### config.mk
export PLATFORM = sky130hd
export DESIGN_NAME = mem_access_unit_flat
export DESIGN_NICKNAME = d
export VERILOG_FILES = /design/src/rtl/mem_access_unit_pkg.sv /design/src/rtl/mem_access_unit_if.sv /design/src/rtl/mem_lane_fmt.sv /design/src/rtl/mem_access_unit.sv /design/src/flat_wrapper.sv
export SDC_FILE = /design/constraint.sdc
export NUM_CORES = 1
export LEC_CHECK = 0
export BUFFER_PORTS_ARGS = -buffer_cell sky130_fd_sc_hd__clkbuf_2
export CAP_MARGIN = 10
export CELL_PAD_IN_SITES_DETAIL_PLACEMENT = 2
export CELL_PAD_IN_SITES_GLOBAL_PLACEMENT = 2
export CORE_ASPECT_RATIO = 1.1
export CORE_UTILIZATION = 29
export DETAILED_ROUTE_END_ITERATION = 7
export PLACE_DENSITY_LB_ADDON = 0.1
export SLEW_MARGIN = 40
export SYNTH_ARGS = -nofsm -noshare
export SYNTH_HDL_FRONTEND = slang
export SYNTH_HIERARCHICAL = 1
export SYNTH_SLANG_ARGS = --single-unit
### constraint.sdc
create_clock -name clk -period 4.2 [get_ports clk]
set_clock_uncertainty 0.05 [all_clocks]
set_input_delay 0.21 -clock clk [delete_from_list [all_inputs] [get_ports clk]]
set_output_delay 0.21 -clock clk [all_outputs]
set_load 0.02 [all_outputs]
### src/rtl/mem_access_unit_pkg.sv
// Shared encodings and helpers for the MEM-stage access unit.
// The FSM top and the lane formatter both import this package.
package mem_access_unit_pkg;

    typedef enum logic [1:0] {
        SZ_BYTE  = 2'd0,
        SZ_HALF  = 2'd1,
        SZ_WORD  = 2'd2,
        SZ_DWORD = 2'd3
    } mem_size_e;

    typedef enum logic [1:0] {
        ST_IDLE = 2'd0,
        ST_REQ  = 2'd1,
        ST_DONE = 2'd2
    } mau_state_e;

    localparam int RegDataWidth  = 32;
    localparam int ByteSlctWidth = RegDataWidth / 8;

    function automatic int byte_slct_width(input int data_w);
        return data_w / 8;
    endfunction

    // Natural alignment check on the three low address bits.
    function automatic logic is_aligned(input mem_size_e sz, input logic [2:0] low);
        logic ok;
        case (sz)
            SZ_BYTE: ok = 1'b1;
            SZ_HALF: ok = ~low[0];
            SZ_WORD: ok = (low[1:0] == 2'b00);
            default: ok = (low == 3'b000);
        endcase
        return ok;
    endfunction

endpackage

### src/rtl/mem_access_unit_if.sv
// Data-memory port bundle: request side driven by the access unit (master),
// completion side driven by the memory (slave).
interface mem_access_unit_if #(
    parameter int DATA_W = 32,
    parameter int ADDR_W = 32
);
    localparam int BE_W = DATA_W / 8;

    logic              mem_req;
    logic              mem_we;
    logic [ADDR_W-1:0] mem_addr;
    logic [BE_W-1:0]   mem_be;
    logic [DATA_W-1:0] mem_wdata;
    logic              mem_ack;
    logic [DATA_W-1:0] mem_rdata;

    modport master (
        output mem_req, mem_we, mem_addr, mem_be, mem_wdata,
        input  mem_ack, mem_rdata
    );

    modport slave (
        input  mem_req, mem_we, mem_addr, mem_be, mem_wdata,
        output mem_ack, mem_rdata
    );

endinterface

### src/rtl/mem_lane_fmt.sv
// Combinational byte-lane steering for stores and extraction/extension for loads.
// Sizes wider than DATA_W pass data through unmodified; the caller rejects them.
module mem_lane_fmt
    import mem_access_unit_pkg::*;
#(
    parameter  int DATA_W = 32,
    localparam int BE_W   = DATA_W / 8,
    localparam int LANE_W = $clog2(BE_W)
) (
    input  mem_size_e         size,
    input  logic [LANE_W-1:0] lane,
    input  logic              sign_ext,
    input  logic [DATA_W-1:0] st_data,
    input  logic [DATA_W-1:0] rd_data,
    output logic [BE_W-1:0]   be,
    output logic [DATA_W-1:0] wdata,
    output logic [DATA_W-1:0] ld_data
);

    logic [DATA_W-1:0] rd_shift;
    logic [DATA_W-1:0] mask;
    logic [BE_W-1:0]   be_base;
    logic              fill_bit;

    assign rd_shift = rd_data >> {lane, 3'b000};

    always_comb begin
        mask     = '1;
        be_base  = '1;
        fill_bit = 1'b0;
        case (size)
            SZ_BYTE: begin
                mask     = DATA_W'(8'hFF);
                be_base  = BE_W'(1'b1);
                fill_bit = rd_shift[7];
            end
            SZ_HALF: begin
                mask     = DATA_W'(16'hFFFF);
                be_base  = BE_W'(2'b11);
                fill_bit = rd_shift[15];
            end
            SZ_WORD: begin
                mask     = DATA_W'(32'hFFFF_FFFF);
                be_base  = BE_W'(4'hF);
                fill_bit = rd_shift[31];
            end
            default: begin
                mask     = '1;
                be_base  = '1;
                fill_bit = 1'b0;
            end
        endcase
    end

    assign be      = be_base << lane;
    assign wdata   = (st_data & mask) << {lane, 3'b000};
    assign ld_data = (rd_shift & mask) | ({DATA_W{fill_bit & sign_ext}} & ~mask);

endmodule

### src/rtl/mem_access_unit.sv
// MEM-stage access unit: validates the op, issues a registered request to a
// variable-latency data memory, stalls until ack or timeout, formats loads.
module mem_access_unit
    import mem_access_unit_pkg::*;
#(
    parameter int DATA_W  = 32,
    parameter int ADDR_W  = 32,
    parameter int TIMEOUT = 255
) (
    input  logic              clk,
    input  logic              rst,
    input  logic              op_valid,
    input  logic              ReadMem,
    input  logic              WriteMem,
    input  logic [1:0]        size,
    input  logic              sign_ext,
    input  logic [ADDR_W-1:0] addr,
    input  logic              FWLS,
    input  logic [DATA_W-1:0] reg_data_2,
    input  logic [DATA_W-1:0] WB_data,
    mem_access_unit_if.master mem,
    output logic              stall,
    output logic [DATA_W-1:0] data_to_reg,
    output logic              load_valid,
    output logic              addr_err,
    output logic              bus_err
);

    localparam int BE_W   = DATA_W / 8;
    localparam int LANE_W = $clog2(BE_W);
    localparam int CNT_W  = (TIMEOUT > 0) ? $clog2(TIMEOUT + 1) : 1;

    mau_state_e        state_q, state_d;
    logic [CNT_W-1:0]  cnt_q, cnt_d;
    logic              req_q, req_d;
    logic              we_q, we_d;
    logic [ADDR_W-1:0] addr_q, addr_d;
    logic [BE_W-1:0]   be_q, be_d;
    logic [DATA_W-1:0] wdata_q, wdata_d;
    logic [DATA_W-1:0] dtr_q, dtr_d;
    logic              lv_q, lv_d;
    logic              aerr_q, aerr_d;
    logic              berr_q, berr_d;
    mem_size_e         size_q, size_d;
    logic [LANE_W-1:0] lane_q, lane_d;
    logic              sext_q, sext_d;

    mem_size_e         size_in;
    logic              one_op, any_op, size_ok, aligned, can_accept;
    logic              accept, illegal, timeout_hit;
    mem_size_e         fmt_size;
    logic [LANE_W-1:0] fmt_lane;
    logic              fmt_sext;
    logic [DATA_W-1:0] st_data;
    logic [BE_W-1:0]   fmt_be;
    logic [DATA_W-1:0] fmt_wdata;
    logic [DATA_W-1:0] fmt_ld;

    assign size_in     = mem_size_e'(size);
    assign one_op      = ReadMem ^ WriteMem;
    assign any_op      = ReadMem | WriteMem;
    assign size_ok     = (DATA_W == 64) || (size_in != SZ_DWORD);
    assign aligned     = is_aligned(size_in, addr[2:0]);
    assign can_accept  = (state_q != ST_REQ);
    assign accept      = can_accept & op_valid & one_op & size_ok & aligned;
    assign illegal     = can_accept & op_valid & any_op & ~(one_op & size_ok & aligned);
    assign timeout_hit = (TIMEOUT != 0) && (cnt_q == CNT_W'(TIMEOUT - 1));
    assign st_data     = FWLS ? WB_data : reg_data_2;

    // Live inputs steer store lanes at accept; latched op fields format the read data.
    assign fmt_size = (state_q == ST_REQ) ? size_q : size_in;
    assign fmt_lane = (state_q == ST_REQ) ? lane_q : addr[LANE_W-1:0];
    assign fmt_sext = (state_q == ST_REQ) ? sext_q : sign_ext;

    mem_lane_fmt #(.DATA_W(DATA_W)) u_fmt (
        .size    (fmt_size),
        .lane    (fmt_lane),
        .sign_ext(fmt_sext),
        .st_data (st_data),
        .rd_data (mem.mem_rdata),
        .be      (fmt_be),
        .wdata   (fmt_wdata),
        .ld_data (fmt_ld)
    );

    always_comb begin
        state_d = state_q;
        cnt_d   = cnt_q;
        req_d   = req_q;
        we_d    = we_q;
        addr_d  = addr_q;
        be_d    = be_q;
        wdata_d = wdata_q;
        dtr_d   = dtr_q;
        size_d  = size_q;
        lane_d  = lane_q;
        sext_d  = sext_q;
        lv_d    = 1'b0;
        aerr_d  = 1'b0;
        berr_d  = 1'b0;
        stall   = 1'b0;
        case (state_q)
            ST_IDLE, ST_DONE: begin
                state_d = ST_IDLE;
                if (accept) begin
                    state_d = ST_REQ;
                    stall   = 1'b1;
                    cnt_d   = '0;
                    req_d   = 1'b1;
                    we_d    = WriteMem;
                    addr_d  = {addr[ADDR_W-1:LANE_W], {LANE_W{1'b0}}};
                    be_d    = fmt_be;
                    wdata_d = WriteMem ? fmt_wdata : '0;
                    size_d  = size_in;
                    lane_d  = addr[LANE_W-1:0];
                    sext_d  = sign_ext;
                end else if (illegal) begin
                    aerr_d = 1'b1;
                end
            end
            ST_REQ: begin
                stall = 1'b1;
                cnt_d = cnt_q + CNT_W'(1);
                if (mem.mem_ack) begin
                    state_d = ST_DONE;
                    req_d   = 1'b0;
                    if (!we_q) begin
                        dtr_d = fmt_ld;
                        lv_d  = 1'b1;
                    end
                end else if (timeout_hit) begin
                    state_d = ST_DONE;
                    req_d   = 1'b0;
                    dtr_d   = '0;
                    berr_d  = 1'b1;
                end
            end
            default: state_d = ST_IDLE;
        endcase
    end

    always_ff @(posedge clk) begin
        if (!rst) begin
            state_q <= ST_IDLE;
            cnt_q   <= '0;
            req_q   <= 1'b0;
            we_q    <= 1'b0;
            addr_q  <= '0;
            be_q    <= '0;
            wdata_q <= '0;
            dtr_q   <= '0;
            size_q  <= SZ_BYTE;
            lane_q  <= '0;
            sext_q  <= 1'b0;
            lv_q    <= 1'b0;
            aerr_q  <= 1'b0;
            berr_q  <= 1'b0;
        end else begin
            state_q <= state_d;
            cnt_q   <= cnt_d;
            req_q   <= req_d;
            we_q    <= we_d;
            addr_q  <= addr_d;
            be_q    <= be_d;
            wdata_q <= wdata_d;
            dtr_q   <= dtr_d;
            size_q  <= size_d;
            lane_q  <= lane_d;
            sext_q  <= sext_d;
            lv_q    <= lv_d;
            aerr_q  <= aerr_d;
            berr_q  <= berr_d;
        end
    end

    assign mem.mem_req   = req_q;
    assign mem.mem_we    = we_q;
    assign mem.mem_addr  = addr_q;
    assign mem.mem_be    = be_q;
    assign mem.mem_wdata = wdata_q;
    assign data_to_reg   = dtr_q;
    assign load_valid    = lv_q;
    assign addr_err      = aerr_q;
    assign bus_err       = berr_q;

endmodule

### src/flat_wrapper.sv
// flat-port wrapper written by rule: the top's interface ports become plain ports
module mem_access_unit_flat import mem_access_unit_pkg::*;
#(
    parameter int DATA_W  = 32,
    parameter int ADDR_W  = 32,
    parameter int TIMEOUT = 255
)
  (clk, rst, op_valid, ReadMem, WriteMem, size, sign_ext, addr, FWLS, reg_data_2, WB_data, stall, data_to_reg, load_valid, addr_err, bus_err, mem_mem_req, mem_mem_we, mem_mem_addr, mem_mem_be, mem_mem_wdata, mem_mem_ack, mem_mem_rdata);
  mem_access_unit_if #(.DATA_W(DATA_W), .ADDR_W(ADDR_W)) mem_i ();
  input  logic clk;
  input  logic rst;
  input  logic op_valid;
  input  logic ReadMem;
  input  logic WriteMem;
  input  logic [1:0] size;
  input  logic sign_ext;
  input  logic [ADDR_W-1:0] addr;
  input  logic FWLS;
  input  logic [DATA_W-1:0] reg_data_2;
  input  logic [DATA_W-1:0] WB_data;
  output logic stall;
  output logic [DATA_W-1:0] data_to_reg;
  output logic load_valid;
  output logic addr_err;
  output logic bus_err;
  output wire logic [$bits(mem_i.mem_req)-1:0] mem_mem_req;
  output wire logic [$bits(mem_i.mem_we)-1:0] mem_mem_we;
  output wire logic [$bits(mem_i.mem_addr)-1:0] mem_mem_addr;
  output wire logic [$bits(mem_i.mem_be)-1:0] mem_mem_be;
  output wire logic [$bits(mem_i.mem_wdata)-1:0] mem_mem_wdata;
  input wire logic [$bits(mem_i.mem_ack)-1:0] mem_mem_ack;
  input wire logic [$bits(mem_i.mem_rdata)-1:0] mem_mem_rdata;
  assign mem_mem_req = mem_i.mem_req;
  assign mem_mem_we = mem_i.mem_we;
  assign mem_mem_addr = mem_i.mem_addr;
  assign mem_mem_be = mem_i.mem_be;
  assign mem_mem_wdata = mem_i.mem_wdata;
  assign mem_i.mem_ack = mem_mem_ack;
  assign mem_i.mem_rdata = mem_mem_rdata;
  mem_access_unit #(.DATA_W(DATA_W), .ADDR_W(ADDR_W), .TIMEOUT(TIMEOUT)) u_core (.clk(clk), .rst(rst), .op_valid(op_valid), .ReadMem(ReadMem), .WriteMem(WriteMem), .size(size), .sign_ext(sign_ext), .addr(addr), .FWLS(FWLS), .reg_data_2(reg_data_2), .WB_data(WB_data), .mem(mem_i), .stall(stall), .data_to_reg(data_to_reg), .load_valid(load_valid), .addr_err(addr_err), .bus_err(bus_err));
endmodule
==> results_dict.tcl, run 1 <==
set metrics [dict create \
    status "finished, violations left" \
    violations "design-rule violations" \
    ys_ff_latch 118 \
    postSynthAreaPerCell_um2 8.29 \
    ant_nets 0 \
    slowest_delay_ps 790 \
    fp.coreArea_um2 20000 \
    diodes 0 \
    dieArea_um2 21100 \
    maxCapViolCount 0 \
    drive_gt1_share_pct 32.8 \
    gp_congestion 0.785 \
    yosysSeqAreaShare_pct 39.6 \
    area_delta_synth_final_pct 35.8 \
    critPathRequiredTime_ps 4460 \
    postLayoutSetupSlackWorst_ps 1090 \
    setup_tns_ps 0 \
    synth_area_um2 5960 \
    initial_core_util_pct 29.8 \
    synth_ff_type "dfxtp_1" \
    antenna_found_initial 0 \
    dp_slack_ps 1150 \
    synth_common_cells "171 x nand2_1, 118 x dfxtp_1, 81 x a21oi_1" \
    final-instance-count-excl-fill 1222 \
    synth.distinct_cells 53 \
    setup_viol 0 \
    nets 1098 \
    path_delay_family "compound AO/OA/AOI/OAI gates" \
    p_leak_uw 0.00346 \
    synth_area_leaders "dfxtp_1 40%, nand2_1 11%, a21oi_1 6.8%, a22o_1 4.7%, mux2_1 4.0%" \
    hpwl_mm 17.3 \
    clk_pin_slew_ps 60 \
    post-synth-top-count-cell "nand2_1" \
    wl_per_cell_um 20.0 \
    cts_setup_buffers 0 \
    grt_usage_pct 23.2 \
    cp-end-kind "flop" \
    vias_per_cell 5.19 \
    startpoint "u_core/state_q[1]" \
    grt_pass1_vias 7057 \
    arrival_ps 3370 \
    overflow 0 \
    yosys.area.top_type_share_pct 39.6 \
    cts_tree "built" \
    drt_iter0_markers 245 \
    async_reset_ff_share_pct 0 \
    rsz0062_at_grt "no" \
    maxSlewHeadroom_pct 47.3 \
    finalMaxSlewViolations 0 \
    hold_start "sign_ext" \
    p_per_area_nw_per_um2 383 \
    fp-row-count 54 \
    grt_max_degree 58 \
    period_needed_ps 3110 \
    wl_mm 24.4 \
    synth_edf_count 0 \
    reg2reg_from "u_core/state_q[1]" \
    critPathBufInv 1 \
    clk_path_buf_depth 2 \
    synth_top_cell_by_area "dfxtp_1" \
    finalHoldViolations 0 \
    period_share_pct 74.0 \
    synth_cells 719 \
    dp.cells 1159 \
    critPathLaunchType "flop" \
    worst-path-max-fanout 25 \
    yosysWarnings 6 \
    drt_first_pass_iters 7 \
    die_h_um 152 \
    fmax_ghz 0.322 \
    cts_htree_levels 4 \
    post-route-util_pct 40.5 \
    critical_path_class "flop to flop" \
    vdd_ir_drop_max_mv 0.284 \
    die_x_um 139 \
    drc 20 \
    port_buffers 241 \
    cts.sinks 118 \
    crit_chain "nand2b_1 > nand2_1 > nand2_2 > inv_1 > a221oi_4 > o32ai_1 > a22o_1" \
    tightest_slew_ps 788 \
    min_path_type "input pin to flop" \
    io_pins 244 \
    grt_pass1_wl_mm 38.8 \
    clk_latency_ps 420 \
    whs_ps 8.18 \
    dr_total_vias 6340 \
    cts-buffers-inserted 17 \
    critical_path.slowest_cell "a221oi_4" \
    cts_root_buffer "clkbuf_16" \
]
## where the power goes
group          internal (uW)  switching, uW
logic                    202            320
registers               1150           16.0
clock network            833            586
total                   2180            923
## layer usage
layer | vias to the layer above | wire (um) | track usage [%]
li1 | 3022 | - | -
met5 | - | 0 | 0
met2 | 191 | 12100 | 40.9
met3 | 27 | 1470 | 6.25
met4 | 0 | 450 | 7.62
met1 | 3100 | 10400 | 27.1
## worst register-to-register path, cell delays in order (launching register included)
cell and delay (ps):
dfxtp_1 330, nand2b_1 440, nand2_1 160, nand2_2 450
inv_1 340, a221oi_4 790, o32ai_1 210, a22o_1 240
## layout by cell type (no fill, tap or decap), drive strengths merged, types with 2 or more instances in the layout
cell type,netlist,final
mux2i,23,23
and2,9,9
mux2,40,40
nand2,171,171
o21ai,19,19
inv,6,7
conb,1,2
a22oi,9,9
o22ai,16,16
nand4,3,3
a31oi,9,9
ha,3,3
buf,42,11
a21oi,83,83
nand3,40,40
a41oi,2,2
or2,2,2
clkbuf,22,258
dlygate4sd3,0,31
dfxtp,118,118
nor2,18,18
clkinvlp,0,3
o32ai,8,8
nor3,2,2
clkinv,1,10
nand2b,4,4
a22o,32,32
o21a,9,9
nor2b,4,4
o31ai,10,10
o211ai,2,2
## cell families (layout without fill, tap and decap cells)
family | after synthesis | after routing | share of synthesized area (%)
and+or+nand+nor | 259 | 259 | 18.9
AOI/OAI and AO/OA | 203 | 203 | 22.4
buffers and inverters | 71 | 321 | 6.59
other | 1 | 2 | 0.0629
muxes | 64 | 64 | 11.8
adders and majority gates | 3 | 3 | 0.630
DFF | 118 | 118 | 39.6
## cell type report
| class | count | area [um2] |
|---|---|---|
| clock buffers | 18 | 439 |
| flip-flops and latches | 118 | 2360 |
| multi-input cells | 531 | 3230 |
| repair buffers | 282 | 1590 |
| well taps | 252 | 315 |
| fillers | 2353 | 11900 |
| clock inverters | 14 | 129 |
| inverters | 7 | 28.8 |
## what timing repair did
item	in CTS	in global routing
hold endpoints to repair	31	0
hold buffers	31	0
gates resized for setup	0	0
## worst paths after layout
check | to | slack (ps) | cells past startpoint
setup / recovery | u_core/data_to_reg[22] | 1090 | 7
hold / removal | u_core/sext_q | 8 | 3
setup reg to reg | u_core/data_to_reg[22] | 1090 | 7
hold reg to reg | u_core/mem.mem_wdata[17] | 400 | 2
## per-stage QoR
stage / power, uW / area (um2)
floorplan: 1500 / 5960
finish: 3100 / 8100
global route: 3240 / 8100
global placement: 1660 / 7210
detailed placement: 1680 / 7220
CTS: 3140 / 8100
Note: power is estimated with default switching activity, not from simulation.
==> inputs of run 2 (changes only) <==
--- a/config.mk
+++ b/config.mk
@@ -5,12 +5,13 @@
 export SDC_FILE = /design/constraint.sdc
 export NUM_CORES = 1
 export LEC_CHECK = 0
+export ABC_AREA = 1
 export BUFFER_PORTS_ARGS = -buffer_cell sky130_fd_sc_hd__clkbuf_2
 export CAP_MARGIN = 10
 export CELL_PAD_IN_SITES_DETAIL_PLACEMENT = 2
 export CELL_PAD_IN_SITES_GLOBAL_PLACEMENT = 2
 export CORE_ASPECT_RATIO = 1.1
-export CORE_UTILIZATION = 29
+export CORE_UTILIZATION = 26
 export DETAILED_ROUTE_END_ITERATION = 7
 export PLACE_DENSITY_LB_ADDON = 0.1
 export SLEW_MARGIN = 40
==> constraint.sdc (replaced) <==
create_clock -name clk -period 3 [get_ports clk]
set_clock_uncertainty 0.05 [all_clocks]
set_input_delay 0.15 -clock clk [delete_from_list [all_inputs] [get_ports clk]]
set_output_delay 0.15 -clock clk [all_outputs]
set_load 0.02 [all_outputs]
==> run 2 against run 1 <==
  * The run now ends clean
  * Combinational power is 57% higher
  * Final cell count is 23% higher
  * Synthesized cell count is 30% higher
  * Global-route usage is 0.21 points lower
  * Register-to-register slack worse by 550 ps
  * Power is 46% higher
  * Maximum frequency is 26% higher
  * Final area is 8.3% higher
  * Sequential cell count stayed put
  * First-iteration DRC count is 5.3% higher
==> results_dict.tcl, run 2 <==
set metrics [dict create \
    dieArea_um2 25100 \
    finalHoldViolations 0 \
    yosysWarnings 6 \
    p_switching_uw 1450 \
    regArea_um2 2360 \
    clock_power_share_pct 45.9 \
    clk_latency_ps 410 \
    synth_ff_type "dfxtp_1" \
    maxCapViolCount 0 \
    finalMaxSlewViolations 0 \
    multiInputGateArea_um2 3410 \
    cpMostUsedCell "nand2_1" \
    yosysSeqAreaShare_pct 37.2 \
    vias_per_cell 4.90 \
    synth-xor-area-share_pct 0 \
    wl_per_cell_um 18.7 \
    yosys.area.top_type_share_pct 37.2 \
    synth_area_um2 6350 \
    tightest_slew_ps 690 \
    yosys.area_share.simple_pct 33.9 \
    dr_wl_met2_mm 15.0 \
    gp_congestion 0.803 \
    whs_ps 28.2 \
    synth_common_cells "309 x nand2_1, 118 x dfxtp_1, 88 x nand3_1" \
    fp.coreArea_um2 23800 \
    port_buffers 241 \
    rsz0062_at_grt "no" \
    wl_met1_mm 11.8 \
    wl_met3_um 762 \
    synthAdderAreaFrac_pct 0.591 \
    cts-buffers-inserted 17 \
    grt_usage_pct 23.0 \
    p_int_uw 3070 \
    critical_path_class "flop to flop" \
    drt_iter0_markers 258 \
    grt_max_degree 73 \
    cts_htree_levels 4 \
    layout_commonest_cell "nand2_1" \
    synth_edf_count 0 \
    setup_tns_ps 0 \
    p_leak_uw 0.00429 \
    highest_layer "met4" \
    area_delta_synth_final_pct 38.0 \
    overflow 0 \
    maxSlewHeadroom_pct 54.0 \
    cp-end-kind "flop" \
    p_per_area_nw_per_um2 516 \
    critPathRequiredTime_ps 3290 \
    vdd_ir_drop_max_mv 0.314 \
    period_share_pct 81.9 \
    synth_top_family_by_area "simple AND/OR/NAND/NOR gates" \
    cts.sinks 118 \
    power_frac_seq_pct 36.0 \
    ys_ff_latch 118 \
    period_needed_ps 2460 \
    postSynthAreaPerCell_um2 6.81 \
    setup_viol 0 \
    io_pins 244 \
    antenna_found_initial 1 \
    initial_core_util_pct 26.6 \
    pwr-share-comb_pct 18.1 \
    num-fill-cells 2904 \
    post-synth-top-count-cell "nand2_1" \
    nets 1323 \
    drc 0 \
    dr_total_vias 7358 \
    hpwl_mm 20.1 \
    layout_common_cells "309 x nand2_1, 241 x clkbuf_2, 118 x dfxtp_1, 88 x nand3_1, 82 x a21oi_1" \
    cts_resized 0 \
    cts_tree "built" \
    synth.distinct_cells 38 \
    drt_first_pass_iters 4 \
    critical_path.slowest_cell "dfxtp_1" \
    crit_chain "inv_2 > nor2_4 > nand2_1 > o21ai_1 > inv_1 > nand2_2 > buf_4 > nand2_1 > nand2_1 > o21ai_0 > o22ai_1 > nand2_1 > inv_1 > nand4_1 > a21oi_1" \
    path_delay_family "simple AND/OR/NAND/NOR gates" \
    die_h_um 166 \
    die_x_um 151 \
    grt_pass1_vias 7954 \
    critPathBufInv 4 \
    drive_gt1_share_pct 28.9 \
    synth_area_leaders "dfxtp_1 37%, nand2_1 18%, nand3_1 6.9%, a21oi_1 6.5%, mux2_2 5.3%" \
    clk_path_buf_depth 2 \
    synth_mux_area_share_pct 6.15 \
    min_path_type "input pin to flop" \
    clk_pin_slew_ps 60 \
    grt_pass1_wl_mm 44.1 \
    slowest_delay_ps 340 \
    worst-path-max-fanout 13 \
    critPathLaunchType "flop" \
    fp-row-count 59 \
    arrival_ps 2750 \
    synth_cells 933 \
    ant_nets 0 \
    cts_root_buffer "clkbuf_16" \
    wl_mm 28.0 \
    fmax_ghz 0.407 \
    cts_setup_buffers 0 \
    synth_top_cell_by_area "dfxtp_1" \
    netSwitchingFraction_pct 32.0 \
    async_reset_ff_share_pct 0 \
    synth_compound_area_share_pct 12.7 \
    status "complete, no violations" \
]
run 2: power groups by stage:
| stage | Clock [uW] | Combinational (uW) | Sequential, uW |
|---|---|---|---|
| 2_1_floorplan | 0 | 435 | 1700 |
| 3_3_place_gp | 0 | 774 | 1660 |
| 3_5_place_dp | 0 | 782 | 1660 |
| 4_1_cts | 2120 | 827 | 1630 |
| 5_1_grt | 2180 | 903 | 1630 |
| 6_report | 2070 | 818 | 1630 |
run 2: worst min-delay path, stage by stage:
cell,delay (ps)
clkbuf_2,90
a22oi_1,60
nand2_1,60
nand2_1,50
nand2_1,50
run 2: worst paths after layout:
path                                 from                        to  slack, ps  depth (start not counted)
setup / recovery        u_core/state_q[0]  u_core/mem.mem_wdata[26]        540                         15
hold / removal           mem_mem_rdata[2]     u_core/data_to_reg[2]         30                          5
setup reg to reg        u_core/state_q[0]  u_core/mem.mem_wdata[26]        540                         15
hold reg to reg   u_core/mem.mem_addr[18]   u_core/mem.mem_addr[18]        410                          2
run 2: final cells by class:
class | instances | share of cell area (%)
clock buffers | 17 | 4.85
well taps | 305 | 4.35
clock inverters | 15 | 1.80
flip-flops and latches | 118 | 27.0
multi-input cells | 676 | 38.9
diodes | 1 | 0.0286
repair buffers | 301 | 20.1
inverters | 68 | 2.94
run 2: stage by stage:
| step | area (um2) | setup WS [ps] | util (%) | cells | total power [uW] |
|---|---|---|---|---|---|
| final | 8760 | 544 | 36.8 | 1501 | 4520 |
| after global routing | 8760 | 289 | 36.8 | 1501 | 4720 |
| after CTS | 8760 | 489 | 36.7 | 1500 | 4570 |
| after detailed placement | 7800 | 535 | 32.7 | 1431 | 2440 |
| after global placement | 7800 | 619 | 32.7 | 1431 | 2440 |
| after floorplan | 6350 | 661 | - | 934 | 2130 |
run 2: cells by family after synthesis:
family          after synthesis
other cells                   1
compound gates              141
flops                       118
fa+ha+maj                     3
buf+inv                     140
simple gates                495
mux                          35
run 2: what timing repair did:
action | 4_1_cts | 5_1_grt
hold buffers | 37 | 0
setup endpoints to repair | 0 | 0
hold endpoints to repair | 37 | 0
run 2: metal layers:
layer  vias up  GRT usage (%)
met1      3610           26.8
met3        31           3.05
met4         0           6.43
met5         -              0
met2       131           42.8
li1       3586              -
==> inputs of run 3 (changes only) <==
--- a/config.mk
+++ b/config.mk
@@ -5,13 +5,13 @@
 export SDC_FILE = /design/constraint.sdc
 export NUM_CORES = 1
 export LEC_CHECK = 0
-export ABC_AREA = 1
+export ABC_AREA = 0
 export BUFFER_PORTS_ARGS = -buffer_cell sky130_fd_sc_hd__clkbuf_2
 export CAP_MARGIN = 10
 export CELL_PAD_IN_SITES_DETAIL_PLACEMENT = 2
 export CELL_PAD_IN_SITES_GLOBAL_PLACEMENT = 2
 export CORE_ASPECT_RATIO = 1.1
-export CORE_UTILIZATION = 26
+export CORE_UTILIZATION = 27
 export DETAILED_ROUTE_END_ITERATION = 7
 export PLACE_DENSITY_LB_ADDON = 0.1
 export SLEW_MARGIN = 40
==> constraint.sdc (replaced) <==
create_clock -name clk -period 2.5 [get_ports clk]
set_clock_uncertainty 0.05 [all_clocks]
set_input_delay 0.125 -clock clk [delete_from_list [all_inputs] [get_ports clk]]
set_output_delay 0.125 -clock clk [all_outputs]
set_load 0.02 [all_outputs]
==> run 3 against run 2 <==
  * Non-clock buffer count increased by 2
  * Combinational power increased by 11%
  * Setup slack got worse by 350 ps
  * Via count decreased by 13%
  * Maximum frequency increased by 6.6%
  * Core utilization increased by 2.0 points
==> results_dict.tcl, run 3 (synthesized netlist as in run 1, its figures left out) <==
set metrics [dict create \
    postLayoutSetupSlackWorst_ps 195 \
    grt_max_degree 48 \
    maxCapViolCount 0 \
    clk_latency_ps 420 \
    critical_path_class "flop to flop" \
    cts_root_buffer "clkbuf_16" \
    grt_usage_pct 21.6 \
    nets 1119 \
    worstHoldPathCells 4 \
    clk_pin_slew_ps 60 \
    port_buffers 241 \
    p_per_area_nw_per_um2 633 \
    setup_viol 0 \
    num-fill-cells 2474 \
    dp_slack_ps 102 \
    final-instance-count-excl-fill 1281 \
    reg2regPathDepth 9 \
    gp_congestion 0.798 \
    whs_ps 29.5 \
    critPathLaunchType "flop" \
    area_delta_synth_final_pct 39.9 \
    min_path_type "input pin to flop" \
    cts_htree_levels 4 \
    drt_first_pass_iters 4 \
    period_needed_ps 2310 \
    maxSlewHeadroom_pct 50.1 \
    overflow 0 \
    dp.cells 1211 \
    wl_per_cell_um 18.9 \
    drive_gt1_share_pct 33.9 \
    worst-path-max-fanout 18 \
    hpwl_mm 17.5 \
    layout_common_cells "241 x clkbuf_2, 168 x nand2_1, 118 x dfxtp_1, 81 x a21oi_1, 40 x nand3_1" \
    die_x_um 144 \
    finalMaxSlewViolations 0 \
    io_pins 244 \
    clk_path_buf_depth 2 \
    dr_total_vias 6378 \
    critPathRequiredTime_ps 2760 \
    layout_commonest_cell "clkbuf_2" \
    diodes 0 \
    wl_mm 24.2 \
    tightest_slew_ps 744 \
    cp-end-kind "flop" \
    cts.sinks 118 \
    vias_per_cell 4.98 \
    cts_tree "built" \
    period_share_pct 92.2 \
    finalHoldViolations 0 \
    die_h_um 158 \
    arrival_ps 2560 \
    initial_core_util_pct 27.7 \
    ant_nets 0 \
    cts-buffers-inserted 17 \
    grt_pass1_vias 6951 \
    design_area_um2 8340 \
    antenna_found_initial 0 \
    fmax_ghz 0.434 \
    drt_iter0_markers 226 \
    post_dp_cell_area_um2 7370 \
    fp.coreArea_um2 21500 \
    setup_tns_ps 0 \
    drc 0 \
    vdd_ir_drop_max_mv 0.453 \
    status "complete, no violations" \
    p_leak_uw 0.00355 \
    dieArea_um2 22700 \
    grt_pass1_wl_mm 37.8 \
    fp-row-count 56 \
]
==> run 3: metrics by stage <==
stage	util (%)	total power, uW
2_1_floorplan	-	2530
3_3_place_gp	34.3	2820
3_5_place_dp	34.3	2850
4_1_cts	38.6	5340
5_1_grt	38.8	5520
6_report	38.8	5280
==> run 3: final cells by class <==
cell class | instances | area, um2 | share of cell area, %
multi-input cells | 531 | 3230 | 38.7
flip-flops and latches | 118 | 2360 | 28.3
repair buffers | 303 | 1780 | 21.4
clock buffers | 17 | 425 | 5.10
well taps | 290 | 363 | 4.35
clock inverters | 15 | 145 | 1.74
inverters | 7 | 30.0 | 0.360
==> run 3: path summary, 6_finish.rpt <==
check / start / to / slack [ps]
hold reg to reg: u_core/mem.mem_wdata[13] / u_core/mem.mem_wdata[13] / 410
setup / recovery: u_core/state_q[0] / u_core/data_to_reg[16] / 190
hold / removal: mem_mem_rdata[28] / u_core/data_to_reg[28] / 30
setup reg to reg: u_core/state_q[0] / u_core/data_to_reg[16] / 190
==> run 3: routing by layer <==
| metal | track usage, % | up-vias | wire length [um] | share of wire (%) |
|---|---|---|---|---|
| met5 | 0 | - | 0 | 0 |
| met3 | 4.99 | 24 | 1330 | 5.5 |
| met4 | 6.33 | 0 | 330 | 1.4 |
| met1 | 25.6 | 3110 | 10500 | 43 |
| met2 | 38.5 | 180 | 12000 | 50 |
| li1 | - | 3064 | - | - |
==> run 3: timing repair <==
action | in CTS | in global routing
endpoints found under the setup margin | 0 | 18
hold buffers | 37 | 0
resized for setup | 0 | 5
buffers inserted | 0 | 1
endpoints found under the hold margin | 37 | 0
==> run 3: power by group <==
group          switching (uW)  total, uW  internal (uW)  leakage, uW
Sequential               26.1       1950           1930     0.000954
Clock                    1020       2420           1390     0.000266
Combinational             540        909            369      0.00233
Total                    1590       5280           3680      0.00355
==> run 3: worst max-delay path, cell delays in order, from the launching register on <==
cell and delay (ps):
dfxtp_1 350, nor2b_2 240, nand2_1 90, nand2_2 80, buf_4 260, clkinvlp_4 190, a221oi_4 300, buf_4 270
o32ai_1 130, a22o_1 240
